--- src/rtl/mem_pkg.sv ---
// Shared definitions for the byte-enable single-port RAM and its clear sequencer.
// Holds the read-during-write mode codes, the sequencer state encoding and the byte-lane merge helper.
package mem_pkg;

   localparam int WM_READ_FIRST  = 0;
   localparam int WM_WRITE_FIRST = 1;
   localparam int WM_NO_CHANGE   = 2;

   typedef enum logic {
      ST_IDLE  = 1'b0,
      ST_CLEAR = 1'b1
   } clr_state_e;

   // One byte lane of a partial write: the new byte where enabled, the old byte elsewhere.
   function automatic logic [7:0] byte_merge(input logic [7:0] old_b,
                                             input logic [7:0] new_b,
                                             input logic       be);
      return be ? new_b : old_b;
   endfunction

endpackage

--- src/rtl/ram_clr_seq.sv ---
// Clear sequencer for ram_sp_be: sweeps zeros through the whole array after reset or on request,
// and muxes the array write port between that sweep and the user port.
//
//   state    | meaning
//   ---------+-----------------------------------------------------------
//   ST_CLEAR | sweep owns the array; writes 0 to address cnt each cycle
//   ST_IDLE  | user port owns the array; clr_req starts a new sweep
module ram_clr_seq
   import mem_pkg::*;
#(
   parameter int DATA_W = 32,
   parameter int DEPTH  = 128,
   parameter int ADDR_W = $clog2(DEPTH)
)
(
   input  logic                  clka,
   input  logic                  rsta,
   input  logic                  clr_req,
   input  logic [DATA_W/8-1:0]   user_be,
   input  logic [ADDR_W-1:0]     user_addr,
   input  logic [DATA_W-1:0]     user_data,
   output logic                  busy,
   output logic [DATA_W/8-1:0]   wr_be,
   output logic [ADDR_W-1:0]     wr_addr,
   output logic [DATA_W-1:0]     wr_data
);

   localparam int NB = DATA_W / 8;
   localparam logic [ADDR_W-1:0] LAST_ADDR = ADDR_W'(DEPTH - 1);

   clr_state_e        state, state_nxt;
   logic [ADDR_W-1:0] cnt, cnt_nxt;

   always_ff @(posedge clka or posedge rsta) begin
      if (rsta) begin
         state <= ST_CLEAR;
         cnt   <= '0;
      end else begin
         state <= state_nxt;
         cnt   <= cnt_nxt;
      end
   end

   always_comb begin
      state_nxt = state;
      cnt_nxt   = cnt;
      unique case (state)
         ST_CLEAR: begin
            if (cnt == LAST_ADDR) begin
               state_nxt = ST_IDLE;
               cnt_nxt   = '0;
            end else begin
               cnt_nxt = cnt + ADDR_W'(1);
            end
         end
         ST_IDLE: begin
            // the user access of this cycle still goes through; the sweep begins next edge
            if (clr_req) begin
               state_nxt = ST_CLEAR;
               cnt_nxt   = '0;
            end
         end
         default: begin
            state_nxt = ST_CLEAR;
            cnt_nxt   = '0;
         end
      endcase
   end

   assign busy = (state == ST_CLEAR);

   always_comb begin
      wr_be   = user_be;
      wr_addr = user_addr;
      wr_data = user_data;
      if (busy) begin
         wr_be   = {NB{1'b1}};
         wr_addr = cnt;
         wr_data = '0;
      end
   end

endmodule

--- src/rtl/ram_sp_be.sv ---
// Parametrised single-port synchronous RAM with byte write enables, selectable read-during-write
// behaviour, optional second output register and a built-in clear sweep.
module ram_sp_be
   import mem_pkg::*;
#(
   parameter int DATA_W     = 32,
   parameter int DEPTH      = 128,
   parameter int ADDR_W     = $clog2(DEPTH),
   parameter int WRITE_MODE = WM_READ_FIRST,
   parameter int OUT_REG    = 0
)
(
   input  logic                  clka,
   input  logic                  rsta,
   input  logic                  ena,
   input  logic [DATA_W/8-1:0]   wea,
   input  logic [ADDR_W-1:0]     addra,
   input  logic [DATA_W-1:0]     dina,
   output logic [DATA_W-1:0]     douta,
   input  logic                  clr_req,
   output logic                  busy
);

   localparam int NB = DATA_W / 8;
   localparam logic [ADDR_W:0] DEPTH_V = (ADDR_W + 1)'(DEPTH);

   logic [DATA_W-1:0] mem [DEPTH];

   logic              addr_ok;
   logic              user_acc;
   logic [NB-1:0]     user_be;
   logic [NB-1:0]     wr_be;
   logic [ADDR_W-1:0] wr_addr;
   logic [DATA_W-1:0] wr_data;
   logic [DATA_W-1:0] old_word;
   logic [DATA_W-1:0] merged;
   logic [DATA_W-1:0] rd_q, rd_nxt;

   // Out-of-range addresses exist only when DEPTH is not a power of two.
   assign addr_ok  = ({1'b0, addra} < DEPTH_V);
   assign user_acc = ena & ~busy;
   assign user_be  = (ena && addr_ok) ? wea : '0;

   ram_clr_seq #(
      .DATA_W (DATA_W),
      .DEPTH  (DEPTH),
      .ADDR_W (ADDR_W)
   ) u_clr_seq (
      .clka      (clka),
      .rsta      (rsta),
      .clr_req   (clr_req),
      .user_be   (user_be),
      .user_addr (addra),
      .user_data (dina),
      .busy      (busy),
      .wr_be     (wr_be),
      .wr_addr   (wr_addr),
      .wr_data   (wr_data)
   );

   always_ff @(posedge clka) begin
      for (int i = 0; i < NB; i++) begin
         if (wr_be[i]) mem[wr_addr][8*i +: 8] <= wr_data[8*i +: 8];
      end
   end

   assign old_word = addr_ok ? mem[addra] : '0;

   for (genvar g = 0; g < NB; g++) begin : g_merge
      assign merged[8*g +: 8] = byte_merge(old_word[8*g +: 8], dina[8*g +: 8], wea[g]);
   end

   always_comb begin
      rd_nxt = rd_q;
      if (user_acc) begin
         if (WRITE_MODE == WM_WRITE_FIRST) begin
            rd_nxt = addr_ok ? merged : '0;
         end else if (WRITE_MODE == WM_NO_CHANGE) begin
            if (wea == '0) rd_nxt = old_word;
         end else begin
            rd_nxt = old_word;
         end
      end
   end

   always_ff @(posedge clka or posedge rsta) begin
      if (rsta) rd_q <= '0;
      else      rd_q <= rd_nxt;
   end

   // The second stage shifts every cycle, so it simply re-captures a held first stage.
   if (OUT_REG != 0) begin : g_oreg
      logic [DATA_W-1:0] out_q;
      always_ff @(posedge clka or posedge rsta) begin
         if (rsta) out_q <= '0;
         else      out_q <= rd_q;
      end
      assign douta = out_q;
   end else begin : g_noreg
      assign douta = rd_q;
   end

endmodule

--- config.mk ---
export PLATFORM = sky130hd
export DESIGN_NAME = ram_sp_be
export DESIGN_NICKNAME = d
export VERILOG_FILES = /design/src/rtl/mem_pkg.sv /design/src/rtl/ram_clr_seq.sv /design/src/rtl/ram_sp_be.sv
export SDC_FILE = /design/constraint.sdc
export NUM_CORES = 2
export LEC_CHECK = 0
export BUFFER_PORTS_ARGS = -buffer_cell sky130_fd_sc_hd__buf_2
export CAP_MARGIN = 0
export CORE_MARGIN = 5
export CORE_UTILIZATION = 35
export CTS_CLUSTER_SIZE = 20
export DETAILED_ROUTE_END_ITERATION = 6
export PLACE_DENSITY = 0.63
export REMOVE_ABC_BUFFERS = 1
export SLEW_MARGIN = 10
export SYNTH_ARGS = -nofsm -noshare
export SYNTH_HDL_FRONTEND = slang
export SYNTH_SLANG_ARGS = --single-unit
--- constraint.sdc ---
create_clock -name clka -period 5 [get_ports clka]
set_input_delay 0.5 -clock clka [delete_from_list [all_inputs] [get_ports clka]]
set_output_delay 0.5 -clock clka [all_outputs]
set_load 0.02 [all_outputs]
Word-level counts from Yosys, hierarchy flattened
Memory sizes are Yosys's and may differ from the RTL's. A register that Yosys moved wholly into a read port is not among the register bits. Cells that the tools add are included. Widths: inputs -> output; s select.

Register bits: 8. RAM bits: 4096. Input bits: 47. Output and inout bits: 33. Logic and storage cells: 26. Memories: 1.

$add $sub $neg: 1. Eq/ne operators: 2. Mux-type cells: 18. Bitwise gates (word level): 2.

Memory list: mem (words 128, width 32, read ports 1, clocked after Yosys merged registers in 1, wr ports 1, line ram_sp_be.sv:27) `logic [DATA_W-1:0] mem [DEPTH];`.

Operators with widths (count): $mux 32 (1); $mux 7 (3); $pmux 7 s2 (1); $mux 1 (10); $mux 4 (2); $add 7x1->7 const B (1); $eq 7x7->1 const B (1); $ne 2x2->1 const B (1); $pmux 1 s2 (1); $and 1x1->1 (1); $not 1->1 (1).

Depth between registers and ports, before layout
Depth in word-level cells: 4. Mapped depth: 13. Gate-level depth less buffers: 7.

Cells and area by module
A second synthesis with hierarchy kept.

Cell total of the unflattened synthesis: 7888. Area total of the unflattened synthesis: 162502.1 sq um.

By module, submodules not included: ram_sp_be (instances 1, cells an instance 7793, area each 161681.3 sq um, sequential area each 123798.7 sq um); ram_clr_seq (instances 1, cells an instance 95, area each 820.8 sq um, sequential area each 201.4 sq um).

Least setup slack after synthesis
OpenSTA, ideal clock, no wires.

Path type: reg2reg. Start point: register u_clr_seq.state (netlist: u_clr_seq.busy). End point: memory mem[0][10], data pin. Library setup time: 825 ps. Arrival time: 4366 ps. Data required time: 4175 ps. Slack: -192 ps. Stages on the path, launching flop included: 6. Buffers on the path: 4. Period minus slack after synthesis: 5192 ps. Path through: dfstp_2 > clkbuf_1 > clkbuf_1 > clkbuf_1 > clkbuf_1 > nor2b_1.

Cells in the longest elaborated chain, start to end: 1.

Ends and longest elaborated chain: from (decl) (line ram_clr_seq.sv:31) `clr_state_e state, state_nxt;`; from (signal assigned) (line ram_clr_seq.sv:39) `state <= state_nxt;`; $mux 32 (line ram_clr_seq.sv:76) `if (busy) begin`; named net u_clr_seq.wr_data[10] (line ram_clr_seq.sv:25) `output logic [DATA_W-1:0] wr_data`; to (decl) (line ram_sp_be.sv:27).

The timed path passes the listed nets, and every way through them passes these cells.

Worst setup path in the final report
Start point: register u_clr_seq.state (netlist: u_clr_seq.busy). End point: memory mem[92][21], enable pin.

Cells in the longest elaborated chain, start to end: 3. Elaborated cells on any way between the ends: 4. Those cells by class: mux: 4.

Ends and longest elaborated chain: $mux 4 (line ram_clr_seq.sv:76); $mux 1 (line ram_sp_be.sv:63) `if (wr_be[i]) mem[wr_addr][8*i +: 8] <= wr_data[8*i +: 8];`; $mux 1 (not written as such) (line ram_sp_be.sv:63).

Several ways; a longest one is shown, not always the timed one.

==> impl_metrics.ini <==
[status]
status = complete, but fails checks
violations = DRC

[clocking]
cts_tree = done
clock_sinks = 4136
clock_path_buffers = 4
clock_latency_ns = 0.97
ctsHoldBuffers = 9
cts_resized = 0
cts-buffers-inserted = 404
cts_root_buffer = clkbuf_16
clkTransAtPathRegs_ns = 0.06
cts_setup_buffers = 0
htreeDepth = 5

[setup_path]
path_cells = nand2b_1 -> o32ai_1 -> nand2_2 -> nor2_1
cp_max_fo = 48
required_ns = 5.57
end_kind = flop
start_kind = flop
critPathArrivalTime_ns = 4.78
critical_path_class = reg2reg
slowest_delay_ns = 1.05
slowest_stage = nand2_2

[sta]
fin_ws_ns = 0.784
fmax_ghz = 0.237
final_hold_viol_count = 0
finalCritPeriodShare_pct = 84.3
finalSetupViolCount = 0
rsz0062_at_grt = no
fin_crit_ns = 4.22
fin_tns_setup_ns = 0
tightest_slew_ns = 1.34
final.setup_skew_ns = 0.0403
final-max-slew-violation-count = 0
slew_headroom_pct = 10.4
whs_ns = 0.0525

[global_route]
grt_max_degree = 129
antenna_found_initial = 30
grt_pass1_vias = 85184
grt_overflow = 0
grt_first_pass_wirelength_mm = 654
grt.total_usage_pct = 18.9

[floorplanning]
die_h_microns = 691
ios = 80
rows = 250
start_util_pct = 35.1
dieArea_sq_um = 477000
coreArea_sq_um = 463000
fp.dieW_microns = 691

[routing]
drcViolationCount = 15
wl_per_cell_microns = 30.5
drt_pass1_iterations = 7
ant_nets = 0
dr_total_vias = 86220
drtIter0Drc = 11427
via_per_inst = 5.64
wirelength_mm = 465

[power_and_ir_drop]
p_leak_nw = 60.1
p_per_area_nw_per_um2 = 422
ir_drop_v = 0.000379
power.total_w = 0.0776

[placement]
place_ws_ns = 0.532
hpwl_mm = 290
io_buffers = 79
gp_congestion = 0.878

[synthesis]
avgSynthCellArea_sq_um = 19.1
synthTopCellsByArea = edfxtp_1, mux4_2, mux2i_1, nor2_1, nand2_1
yosysSeqAreaShare_pct = 76.4
async_flop_share_pct = 0.967
yosysTopAreaCell = edfxtp_1
yosysUniqueCellTypes = 67
yosysTopAreaCellShare_pct = 75.8
synthCells = 8487
yosys_warnings = 0
synth_edf_count = 4096
synth_ff_type = edfxtp_1
ys_ff_latch = 4136
synth.most_common_cell = edfxtp_1
synth_common_cells = edfxtp_1, mux2i_1, nor2_1
syn-cell-area_sq_um = 162000

[min_path]
hold_class = in2reg

[final_layout]
fin_util_pct = 39.8
drive_gt1_share_pct = 18.6
fill_cells = 40637
area_delta_synth_final_pct = 13.4
fin_nets = 8796

[flow_run]
cap_violations = 0
[where the power goes]
part	leakage (nW)	switching [W]	total, W	internal [W]
registers	38.5	0.000453	0.0396	0.0391
logic	15.2	0.00563	0.00745	0.00182
clock network	6.42	0.0131	0.0305	0.0174
[flip-flops by register name, summed over array words and instances (netlist names)]
signal and count:
mem 4096, douta 32, u_clr_seq.busy 1, u_clr_seq.cnt 7
[layout by cell type, fill, tap and decap left out, types with 25 or more instances in the layout]
cell,netlist,final
clkinv_2,0,76
clkinv_1,0,84
o221ai_1,53,53
dfrtp_1,39,39
o21ai_0,96,95
a211oi_1,27,27
buf_4,87,260
o31ai_1,25,25
edfxtp_1,4096,4096
mux2i_1,964,964
nor3_1,116,116
a21oi_1,119,116
nand2_1,383,363
clkinvlp_4,0,29
buf_12,3,55
nor2_1,639,635
a22oi_1,160,160
a311oi_1,34,34
mux4_2,580,580
nor2b_4,0,35
clkbuf_16,0,409
a221o_1,31,31
bufinv_16,0,44
clkbuf_1,225,71
o22ai_1,217,217
a31oi_1,41,41
buf_2,109,75
[final cells by class]
| class | count | area [sq um] | area share (%) |
|---|---|---|---|
| diodes | 11 | 27.5 | 0.0150 |
| flip-flops and latches | 4136 | 124000 | 67.4 |
| repair buffers | 401 | 3550 | 1.93 |
| clock inverters | 265 | 2690 | 1.46 |
| clock buffers | 485 | 10600 | 5.75 |
| well taps | 6174 | 7720 | 4.20 |
| multi-input cells | 3796 | 35300 | 19.2 |
| inverters | 9 | 47.5 | 0.0259 |
[kinds of logic after synthesis]
kind of cell	count (synthesis)	share of synthesized area (%)
compound gates	955	4.10
xor+xnor	4	0.0216
fa+ha+maj	1	0.00771
buf+inv	555	2.09
flops	4136	76.4
mux	1559	14.1
simple gates	1277	3.24
[metrics by stage]
stage / instance area, sq um / std cells
finish: 184000 / 15277
global route: 184000 / 15267
global placement: 170000 / 14505
detailed placement: 170000 / 14505
floorplan: 159000 / 7941
CTS: 184000 / 15264
[worst max-delay path, delay by kind of cell (launching register included)]
kind | cells | cell delay (ns)
AOI/OAI and AO/OA | 1 | 0.56
DFF | 1 | 1.04
and+or+nand+nor | 3 | 2.21
[final timing paths]
kind                                           from                      to  slack, ns  depth (start not counted)
setup / recovery           u_clr_seq.busy$_DFF_PP1_   mem[92][21]$_DFFE_PP_       0.78                          4
hold / removal                             dina[23]  mem[127][23]$_DFFE_PP_       0.05                          2
setup reg to reg           u_clr_seq.busy$_DFF_PP1_   mem[92][21]$_DFFE_PP_       0.78                          4
hold reg to reg                douta[3]$_DFFE_PP0P_    douta[3]$_DFFE_PP0P_       0.52                          2
max in group asynchronous                      rsta   douta[24]$_DFFE_PP0P_       3.77                          4
min in group asynchronous                      rsta    douta[0]$_DFFE_PP0P_       0.48                          4
[per-layer routing]
metal / GRT usage [%] / up-vias / wire (microns)
met3: 4.82 / 807 / 54900
met1: 26.1 / 45086 / 181000
li1: - / 34993 / -
met5: 0 / - / 58
met4: 6.15 / 8 / 16600
met2: 29.2 / 5326 / 213000
No activity file was read; power rests on OpenSTA's default activity.
